`src/rtl/haze_pkg.sv`:
```
// Shared types and defaults for the haze-removal frame controllers,
// line buffers and window generator.
package haze_pkg;

  localparam int PIX_W     = 8;
  localparam int DEF_IMG_W = 320;
  localparam int DEF_IMG_H = 240;

  typedef enum logic [1:0] {
    IDLE    = 2'd0,
    SCAN    = 2'd1,
    DRAIN   = 2'd2,
    PUBLISH = 2'd3
  } fsm_state_e;

endpackage

```
`src/rtl/alight_pos_counter.sv`:
```
// Raster col/row tracker for a 3x3 window stream: flags complete windows
// and the last pixel of the frame.
module alight_pos_counter import haze_pkg::*; #(
  parameter int IMG_W = DEF_IMG_W,
  parameter int IMG_H = DEF_IMG_H
) (
  input  logic clock_i,
  input  logic reset_i,
  input  logic clear_i,
  input  logic start_i,
  input  logic adv_i,
  output logic win_o,
  output logic last_o
);

  localparam int CW = $clog2(IMG_W);
  localparam int RW = $clog2(IMG_H);
  localparam logic [CW-1:0] COL_LAST = CW'(IMG_W - 1);
  localparam logic [RW-1:0] ROW_LAST = RW'(IMG_H - 1);

  logic [CW-1:0] col_q, col_d;
  logic [RW-1:0] row_q, row_d;

  // start consumes pixel (0,0) itself, so the next position is (1,0)
  always_comb begin
    col_d = col_q;
    row_d = row_q;
    if (start_i) begin
      col_d = CW'(1);
      row_d = '0;
    end else if (adv_i) begin
      if (col_q == COL_LAST) begin
        col_d = '0;
        row_d = (row_q == ROW_LAST) ? '0 : row_q + RW'(1);
      end else begin
        col_d = col_q + CW'(1);
      end
    end else if (clear_i) begin
      col_d = '0;
      row_d = '0;
    end
  end

  always_ff @(posedge clock_i or posedge reset_i) begin
    if (reset_i) begin
      col_q <= '0;
      row_q <= '0;
    end else begin
      col_q <= col_d;
      row_q <= row_d;
    end
  end

  assign win_o  = (col_q >= CW'(2)) && (row_q >= RW'(2));
  assign last_o = (col_q == COL_LAST) && (row_q == ROW_LAST);

endmodule

```
`src/rtl/alight_frame_controller.sv`:
```
// Frame sequencer for the atmospheric-light estimators: gates est_enable,
// waits out the estimator pipeline and publishes held Ar/Ag/Ab.
//
// state   | meaning
// IDLE    | waiting for sof with a valid pixel
// SCAN    | accepting pixels of the current frame
// DRAIN   | last pixel taken, waiting EST_LATENCY cycles
// PUBLISH | capture estimator outputs; next frame may start here
module alight_frame_controller import haze_pkg::*; #(
  parameter int IMG_W       = DEF_IMG_W,
  parameter int IMG_H       = DEF_IMG_H,
  parameter int EST_LATENCY = 2
) (
  input  logic             clock,
  input  logic             reset,
  input  logic             sof,
  input  logic             pix_valid,
  input  logic [PIX_W-1:0] est_Ar,
  input  logic [PIX_W-1:0] est_Ag,
  input  logic [PIX_W-1:0] est_Ab,
  output logic             est_enable,
  output logic [PIX_W-1:0] Ar,
  output logic [PIX_W-1:0] Ag,
  output logic [PIX_W-1:0] Ab,
  output logic             a_valid,
  output logic             busy,
  output logic             frame_err
);

  localparam int DW = $clog2(EST_LATENCY + 1);
  localparam logic [DW-1:0] DRAIN_LAST = DW'(EST_LATENCY - 1);

  fsm_state_e state_q, state_d;
  logic [DW-1:0] drain_q, drain_d;

  logic start_acc, adv_acc, win, last;
  logic est_enable_d, frame_err_d, publish;

  logic             est_enable_q, a_valid_q, frame_err_q;
  logic [PIX_W-1:0] ar_q, ag_q, ab_q;

  alight_pos_counter #(
    .IMG_W (IMG_W),
    .IMG_H (IMG_H)
  ) u_pos (
    .clock_i (clock),
    .reset_i (reset),
    .clear_i (sof),
    .start_i (start_acc),
    .adv_i   (adv_acc),
    .win_o   (win),
    .last_o  (last)
  );

  always_ff @(posedge clock or posedge reset) begin
    if (reset) begin
      state_q <= IDLE;
      drain_q <= '0;
    end else begin
      state_q <= state_d;
      drain_q <= drain_d;
    end
  end

  // sof always restarts: it aborts SCAN/DRAIN and chains directly after PUBLISH
  always_comb begin
    state_d = state_q;
    case (state_q)
      IDLE, PUBLISH: state_d = (sof && pix_valid) ? SCAN : IDLE;
      SCAN: begin
        if (sof)                    state_d = pix_valid ? SCAN : IDLE;
        else if (pix_valid && last) state_d = DRAIN;
      end
      DRAIN: begin
        if (sof)                          state_d = pix_valid ? SCAN : IDLE;
        else if (drain_q == DRAIN_LAST)   state_d = PUBLISH;
      end
      default: state_d = IDLE;
    endcase
  end

  always_comb begin
    start_acc    = sof && pix_valid;
    adv_acc      = (state_q == SCAN) && pix_valid && !sof;
    est_enable_d = adv_acc && win;
    frame_err_d  = sof && ((state_q == SCAN) || (state_q == DRAIN));
    publish      = (state_q == PUBLISH);
    drain_d      = (state_q == DRAIN) ? drain_q + DW'(1) : '0;
  end

  always_ff @(posedge clock or posedge reset) begin
    if (reset) begin
      est_enable_q <= 1'b0;
      a_valid_q    <= 1'b0;
      frame_err_q  <= 1'b0;
      ar_q         <= '0;
      ag_q         <= '0;
      ab_q         <= '0;
    end else begin
      est_enable_q <= est_enable_d;
      a_valid_q    <= publish;
      frame_err_q  <= frame_err_d;
      if (publish) begin
        ar_q <= est_Ar;
        ag_q <= est_Ag;
        ab_q <= est_Ab;
      end
    end
  end

  assign est_enable = est_enable_q;
  assign a_valid    = a_valid_q;
  assign frame_err  = frame_err_q;
  assign Ar         = ar_q;
  assign Ag         = ag_q;
  assign Ab         = ab_q;
  assign busy       = (state_q != IDLE);

endmodule
```
`config.mk`:
```
export PLATFORM = sky130hd
export DESIGN_NAME = alight_frame_controller
export DESIGN_NICKNAME = d
export VERILOG_FILES = /design/src/rtl/haze_pkg.sv /design/src/rtl/alight_pos_counter.sv /design/src/rtl/alight_frame_controller.sv
export SDC_FILE = /design/constraint.sdc
export NUM_CORES = 1
export LEC_CHECK = 0
export BUFFER_PORTS_ARGS = -buffer_cell sky130_fd_sc_hd__buf_2
export CORE_UTILIZATION = 55
export DETAILED_ROUTE_END_ITERATION = 12
export GPL_TIMING_DRIVEN = 1
export PLACE_DENSITY_LB_ADDON = 0.15
export SYNTH_ARGS = -nofsm -noshare
export SYNTH_HDL_FRONTEND = slang
export SYNTH_HIERARCHICAL = 1
export SYNTH_SLANG_ARGS = --single-unit
```
`constraint.sdc`:
```
create_clock -name clock -period 4.2 [get_ports clock]
set_clock_uncertainty 0.1 [all_clocks]
set_input_delay 0.21 -clock clock [delete_from_list [all_inputs] [get_ports clock]]
set_output_delay 0.21 -clock clock [all_outputs]
set_load 0.02 [all_outputs]
```
==> results.txt, run 1 <==
The flow ran to the end, and the final reports show no timing, DRC or antenna violations. At the pin with the least slew margin, the transition time is 0.816 ns. The clock tree synthesis step divided the H-tree into 2 levels. The number of vias after detailed routing is 1758, and the max-slew violation count is 0.

The tools report the count of final hold-check violations as 0. Fraction of layout cells with a size suffix above 1: 0.382. The switching share of total power was 0.274. In this run the cell area of the synthesized design comes to 0.00249 mm². The multi-input combinational cells in the finished layout cover a total of 0.00116 mm². After technology mapping, the gate count stands at 208. The run gives 303 as the number of nets in the layout. TritonCTS built the clock tree.

The area growth from synthesis to layout came out at 16.1%. Across the VDD grid, the largest voltage drop is 0.170 mV. The tools report the global-route wire length before repair as 7920 µm. After synthesis, the largest family of logic cells by area is multiplexers. The floorplan has 24 rows. For the number of routed nets with antenna violations, the log shows 0. The die boundary width was 69.3 µm; the complex-gate fraction of the synthesized area was 0.105. The normalized max-slew margin was 0.455; the number of distinct standard cells referenced by the synthesized netlist was 44.

The number of gates resized after cts is 0. Among all stages on the critical path, the largest delay is contributed by sky130_fd_sc_hd__nor2b_1. The kind of cell with the highest combined delay along the critical path is simple AND/OR/NAND/NOR gates. Data on the critical path is required at its endpoint by 4.29 ns. The number of synthesized flops with an enable pin is 0, and the clock edge transition at the registers on the reported setup and hold paths is 0.08 ns.

The overall routing resource usage was 0.203. The path class of the tightest hold or removal check is input port to flop. The total of max-cap violations is 0, and the reported net switching power is 0.308 mW. The multiplexer share of the synthesized area is 0.153, and the combinational fraction of design power is 0.230. The fraction of power consumed by sequential logic was 0.485; the mean instance size in the synthesized netlist was 12.0 µm². The share of synthesized area occupied by flip-flops and latches is 0.483, and the clock sink count is 48. The run gives 2.51 ns as the arrival time of data at the critical path endpoint.

For this run the aggregate overflow at the end of global routing stands at 0. The clock insertion delay at the later pin of the skew report was 0.29 ns; the number of buffers created by CTS was 5. The largest single stage delay on the critical path is 0.70 ns. For the layout filler cell count, the log shows 371. Derived from the worst setup path, the maximum achievable clock frequency is 412 MHz.

The number of buffer and inverter stages on the critical path was 1; the maximum clock path buffer count was 2. Setup violations remaining at the end of the flow were counted as 0. Proportion of power drawn by the clock network: 0.285. Detailed-router iteration count before antenna repair: 4.

Entering global routing, the biggest net connects 32 pins. Yosys printed 6 warnings. Setup repair after global routing left no endpoint under its margin. The fraction of registers with async set or reset after synthesis is 1.00, and the ratio of final minimum period to clock period is 0.577. The tools report the type of element launching the critical path as a flop. Buffers placed on the I/O ports in this run total 55. Via count of the first global-routing pass: 1701. Most common cell after layout, fill and taps aside: sky130_fd_sc_hd__buf_2. Number of antenna violations at the first check in global routing: 0. In the routed layout, each cell is associated on average with a via count of 5.51.

The number of antenna diodes in the final layout is 0. For the total length of routed wires, the log shows 4530 µm. The main flop type after synthesis was sky130_fd_sc_hd__dfrtp_1. For the final core utilization, the log shows 0.664. The congestion estimate from routability-driven global placement came to 0.819. The die outline height is 69.3 µm. Walking the worst path, the cells encountered are inv_1 > ha_1 > and3b_1 > nor2b_1 > a21oi_4 > mux2_4. The area occupied by registers was 0.00120 mm²; the shortest period the worst path allows was 2.42 ns.

The analysis attributes to cell leakage a power of 1.43 nW. After synthesis the netlist holds a flip-flop and latch count of 48. For this design the top-level I/O count stands at 56.

The root buffer cell chosen for the clock tree is sky130_fd_sc_hd__clkbuf_8. In the layout the commonest cells are sky130_fd_sc_hd__buf_2, sky130_fd_sc_hd__dfrtp_1, sky130_fd_sc_hd__mux2_4, sky130_fd_sc_hd__inv_1. The fraction of synthesized cell area in xor and xnor cells works out to 0.0141. The half-perimeter wire length of the detailed placement result was 3270 µm. The critical path is of the flop to flop type. The region available for standard cell placement spans 0.00435 mm². The number of nets handed over by synthesis was 245. The DRC marker count from the first detailed-route iteration came out at 105.

In the final routed layout, each cell accounts on average for 14.2 µm. The floorplan step defined a die boundary enclosing 0.00480 mm². The basic-gate share of the synthesized area counting and, or, nand and nor cells was 0.147; the setup total negative slack was 0 ns. The post-synthesis share of cell area spent on full adders, half adders and majority gates was 0.0452; the critical-path maximum fanout was 10. For this run, design rule violations remaining after detail routing come to 0. Dividing total power by cell area gives a power density of 389 mW/mm². Cell internal power was estimated by the tool at 0.816 mW.

The capturing element type of the critical path is a flop. The initial core utilization is 0.572.
## cell families (layout without fill, tap and decap cells)
family | Yosys count | count (layout)
compound gates | 32 | 32
simple gates | 65 | 65
xor+xnor | 4 | 4
mux | 27 | 27
flops | 48 | 48
fa+ha+maj | 9 | 9
buf+inv | 23 | 82
## flip-flops by register name, summed over array words and instances (netlist names)
register and flops:
frame_err 1, Ar 8, est_enable 1, Ag 8, Ab 8, u_pos/row_q 8, drain_q 2, state_q 2
a_valid 1, u_pos/col_q 9
## worst paths after layout
path / start / end / slack, ns / depth (start not counted)
worst max register to register: state_q[1] / u_pos/row_q[1] / 1.78 / 6
min in group asynchronous: reset / Ab[5] / 0.44 / 4
worst min-delay path: est_Ar[1] / Ar[1] / 0.04 / 2
worst min register to register: drain_q[0] / drain_q[0] / 0.34 / 1
worst max-delay path: state_q[1] / u_pos/row_q[1] / 1.78 / 6
max in group asynchronous: reset / u_pos/row_q[7] / 3.11 / 3
## cell type report
type                            instances  share of cell area
Tap cell                               52              0.0225
Clock buffer                            6              0.0251
Clock inverter                          2              0.0121
Multi-Input combinational cell        137               0.400
Timing Repair Buffer                   58               0.104
Inverter                               16              0.0208
Sequential cell                        48               0.416
## cells in the mapped netlist (5+ instances only)
library cell,instances,area share
sky130_fd_sc_hd__dfrtp_1,48,0.48
sky130_fd_sc_hd__mux2_4,21,0.13
sky130_fd_sc_hd__inv_1,16,0.024
sky130_fd_sc_hd__nand2_1,12,0.018
sky130_fd_sc_hd__nor2_1,12,0.018
sky130_fd_sc_hd__ha_1,9,0.045
sky130_fd_sc_hd__nand3_1,8,0.016
sky130_fd_sc_hd__o21ai_0,6,0.012
sky130_fd_sc_hd__a21oi_1,5,0.010
sky130_fd_sc_hd__mux2_2,5,0.023
sky130_fd_sc_hd__nor2b_1,5,0.013
sky130_fd_sc_hd__nor3_1,5,0.010
sky130_fd_sc_hd__nor4_1,5,0.013
sky130_fd_sc_hd__o22ai_1,5,0.013
## power by group through the flow
stage                     combinational, mW  clock [mW]  sequential [mW]
after CTS                             0.263       0.333            0.545
after global placement                0.259           0            0.550
final                                 0.259       0.320            0.545
after global routing                  0.277       0.353            0.552
after floorplan                       0.107           0            0.622
after detailed placement              0.259           0            0.555
## per-layer routing
| layer | track usage | part of all wire | vias up | wire, µm |
|---|---|---|---|---|
| met3 | 0.0465 | 0.047 | 7 | 214 |
| met5 | 0 | 0 | - | 0 |
| met4 | 0.0771 | 0.013 | 0 | 60 |
| met2 | 0.312 | 0.48 | 50 | 2160 |
| li1 | - | - | 854 | - |
| met1 | 0.283 | 0.46 | 847 | 2090 |
## timing repair
action / 4_1_cts / 5_1_grt
hold endpoints to repair: 48 / 0
hold buffers: 1 / 0
buffers inserted: 0 / 0
## stage by stage
stage / instances / hold WS [ns] / total power [mW] / setup WS, ns / instance area [µm²]
after global routing: 319 / 0.0297 / 1.18 / 1.60 / 2890
after detailed placement: 310 / 0.216 / 0.814 / 1.78 / 2770
final: 319 / 0.0403 / 1.12 / 1.78 / 2890
after floorplan: 208 / 0.0361 / 0.729 / 2.27 / 2490
after CTS: 319 / 0.0300 / 1.14 / 1.76 / 2890
after global placement: 310 / 0.215 / 0.809 / 1.84 / 2770
(Power assumes the default switching activity.)
==> run 2: changes to the inputs <==
Settings changed: CORE_UTILIZATION 55 to 54.
Clock period 4.2 ns to 2.5 ns, I/O delays scaled along.
==> run 2 against run 1 <==
  * First-iteration DRC count grew 30%
  * Critical path depth grew 1
  * Flip-flop and latch count is the same
  * Utilization grew 5.5 points
  * Die area grew 1.8%
  * Combinational power grew 86%
==> results.txt, run 2 (synthesis gave the netlist of run 1 again) <==
The normalized max-slew margin was 0.572 (was 0.455); the max-slew violation count was 0 (unchanged). The via density per instance is 5.44 (was 5.51), and the setup slack after layout is 0.331 ns (was 1.78 ns). The cell area after layout is 0.00315 mm² (was 0.00289 mm²), and the total of endpoints with negative setup slack in the final report is 0 (unchanged). Antenna cell count: 0 (unchanged). Class of the most critical hold timing path: input port to flop (unchanged). The last weighted congestion value of the routability-driven placer was 0.793 (was 0.819); the number of buffer and inverter stages on the critical path was 1 (unchanged). The required time at the worst-slack endpoint is 2.62 ns (was 4.29 ns). The capturing element type of the critical path was a flop (unchanged).

The run gives 30 (was 32) as the pin count of the biggest net entering global routing. The worst-path cell with the longest stage delay was sky130_fd_sc_hd__dfrtp_1 (was sky130_fd_sc_hd__nor2b_1). For the leakage component of the power, the log shows 1.54 nW (was 1.43 nW). The number of nets in the layout is 331 (was 303). The initial core utilization is 0.568 (was 0.572), and the clock edge transition at the registers on the reported setup and hold paths is 0.09 ns (was 0.08 ns).

For the fmax, the log shows 461 MHz (was 412 MHz). The register containing the most flip-flops in the final layout was u_pos/col_q (unchanged). The most common cell after layout, fill and taps aside is sky130_fd_sc_hd__buf_2 (unchanged). The number of vias after detailed routing is 1888 (was 1758). Count of final hold-check violations: 0 (unchanged). The number of input and output port buffers inserted is 55 (unchanged), and the area growth from synthesis to layout is 26.7% (was 16.1%). The run gives 48 (unchanged) as the clock sink count.

The run finished with clean final reports. The cell type group with the largest total delay on the critical path was simple AND/OR/NAND/NOR gates (unchanged). The per-cell routed wire length is 15.4 µm (was 14.2 µm), and the buffer count from post-CTS setup fixing is 0 (unchanged). The die area was 0.00488 mm² (was 0.00480 mm²). The fraction of layout cells with a size suffix above 1 is 0.359 (was 0.382), and the clock insertion delay at the later pin of the skew report is 0.29 ns (about the same). The half-perimeter wire length of the detailed placement result was 3260 µm (was 3270 µm). The total of max-cap violations was 0 (unchanged); the global-route wire length before repair was 8780 µm (was 7920 µm). Cells along the critical path: inv_1 > ha_1 > and3b_1 > nand2b_1 > a41oi_4 > nand2_1 > o22ai_1 (was inv_1 > ha_1 > and3b_1 > nor2b_1 > a21oi_4 > mux2_4). The critical-path maximum fanout was 9 (was 10).

The type of element launching the critical path is a flop (unchanged). Clock tree root driver cell: sky130_fd_sc_hd__clkbuf_8 (unchanged). The number of buffers created by CTS came out at 5 (unchanged). The category of the most critical setup path is flop to flop (unchanged).

The setup total negative slack came out at 0 ns (unchanged). The maximum clock path buffer count is 2 (unchanged). TritonCTS built the clock tree.

The shortest period the worst path allows came out at 2.17 ns (was 2.42 ns). Total length of routed wires: 5340 µm (was 4530 µm). Flip-flop count of the largest register, all copies and words added: 9 (unchanged). Setup repair after global routing left no endpoint under its margin.

For the DRC marker count from the first detailed-route iteration, the log shows 137 (was 105). Final routed DRC violation total: 0 (unchanged). Count of H-tree levels built during CTS: 2 (unchanged). The slew at the pin with the worst max-slew slack came out at 0.641 ns (was 0.816 ns).

Most frequent cells in the layout: sky130_fd_sc_hd__buf_2, sky130_fd_sc_hd__dfrtp_1, sky130_fd_sc_hd__dlygate4sd3_1, sky130_fd_sc_hd__mux2_4, sky130_fd_sc_hd__inv_1 (was sky130_fd_sc_hd__buf_2, sky130_fd_sc_hd__dfrtp_1, sky130_fd_sc_hd__mux2_4, sky130_fd_sc_hd__inv_1). The maximum vdd drop came out at 0.283 mV (was 0.170 mV). The number of routed nets with antenna violations is 0 (unchanged), and the post-placement setup slack is 0.388 ns (was 1.78 ns). The total placed cells including tap cells was 313 (was 310); the arrival time of data at the critical path endpoint was 2.29 ns (was 2.51 ns). The via count of the first global-routing pass is 1834 (was 1701), and the layout filler cell count is 304 (was 371).

The number of antenna violations at the first check in global routing is 0 (unchanged), and the die outline height is 69.9 µm (was 69.3 µm). The detailed-router iteration count before antenna repair was 4 (unchanged); the standard-cell row count was 24 (unchanged). The area inside the core boundary is 0.00438 mm² (was 0.00435 mm²). The ratio of final minimum period to clock period is 0.868 (was 0.577), and the post-detailed-placement cell area is 0.00280 mm² (was 0.00277 mm²). The aggregate global routing overflow was 0 (unchanged); the worst stage delay on the critical path was 0.43 ns (was 0.70 ns). The I/O pin count was 56 (unchanged); the overall routing resource usage was 0.226 (was 0.203). The run gives 347 (was 319) as the number of cells in the finished layout apart from fillers. Power density of the placed cells: 597 mW/mm² (was 389 mW/mm²). The die boundary width is 69.9 µm (was 69.3 µm).
==> run 2: cell types whose count changed in the layout (fill, tap and decap cells not counted) <==
cell | before | now
sky130_fd_sc_hd__clkinv_2 | 1 | 0
sky130_fd_sc_hd__bufinv_16 | 1 | 0
sky130_fd_sc_hd__dlygate4sd3_1 | 1 | 26
sky130_fd_sc_hd__clkbuf_8 | 5 | 6
sky130_fd_sc_hd__clkbuf_1 | 1 | 0
sky130_fd_sc_hd__clkinvlp_4 | 0 | 2
sky130_fd_sc_hd__buf_4 | 2 | 5
==> run 2: where the power goes <==
group	internal, mW	switching, mW	total [mW]
registers	0.869	0.0521	0.921
clock network	0.224	0.255	0.479
logic	0.234	0.248	0.481
==> run 2: worst paths after layout <==
path,from,to,slack (ns),depth (start not counted)
max,state_q[1],u_pos/row_q[5],0.33,7
min,pix_valid,state_q[0],0.03,3
max reg2reg,state_q[1],u_pos/row_q[5],0.33,7
min reg2reg,drain_q[0],drain_q[0],0.34,1
max in group asynchronous,reset,u_pos/row_q[1],1.52,3
min in group asynchronous,reset,Ar[1],0.14,3
==> run 2: repair_timing <==
item | CTS | global route
hold buffers | 26 | 0
gates resized for setup | 0 | 0
hold endpoints to repair | 73 | 0
==> run 2: area by class of cell <==
| cell class | instances | area, µm² | area share |
|---|---|---|---|
| flip-flops and latches | 48 | 1200 | 0.381 |
| multi-input cells | 137 | 1160 | 0.367 |
| repair buffers | 86 | 573 | 0.182 |
| clock buffers | 6 | 82.6 | 0.0262 |
| well taps | 52 | 65.1 | 0.0206 |
| inverters | 16 | 60.1 | 0.0190 |
| clock inverters | 2 | 15.0 | 0.00476 |
==> run 2: tightest hold or removal path, cell delays in order <==
cell and delay [ns]:
sky130_fd_sc_hd__buf_2 0.12, sky130_fd_sc_hd__nand2_1 0.07, sky130_fd_sc_hd__o31ai_1 0.07
==> run 2: per-stage QoR <==
| stage | utilization | total power [mW] | hold WS, ns |
|---|---|---|---|
| floorplan | - | 1.23 | -0.0489 |
| global placement | 0.638 | 1.36 | -0.105 |
| detailed placement | 0.638 | 1.37 | -0.0946 |
| CTS | 0.719 | 1.89 | 0.0202 |
| global route | 0.719 | 1.97 | 0.0383 |
| finish | 0.719 | 1.88 | 0.0272 |
==> run 2: routing by layer <==
layer	GRT usage	part of all wire	up-vias	wire, µm
met5	0	0	-	0
met4	0.0644	0.014	0	74
met3	0.0447	0.050	12	266
met2	0.369	0.47	68	2530
met1	0.307	0.46	898	2470
li1	-	-	910	-
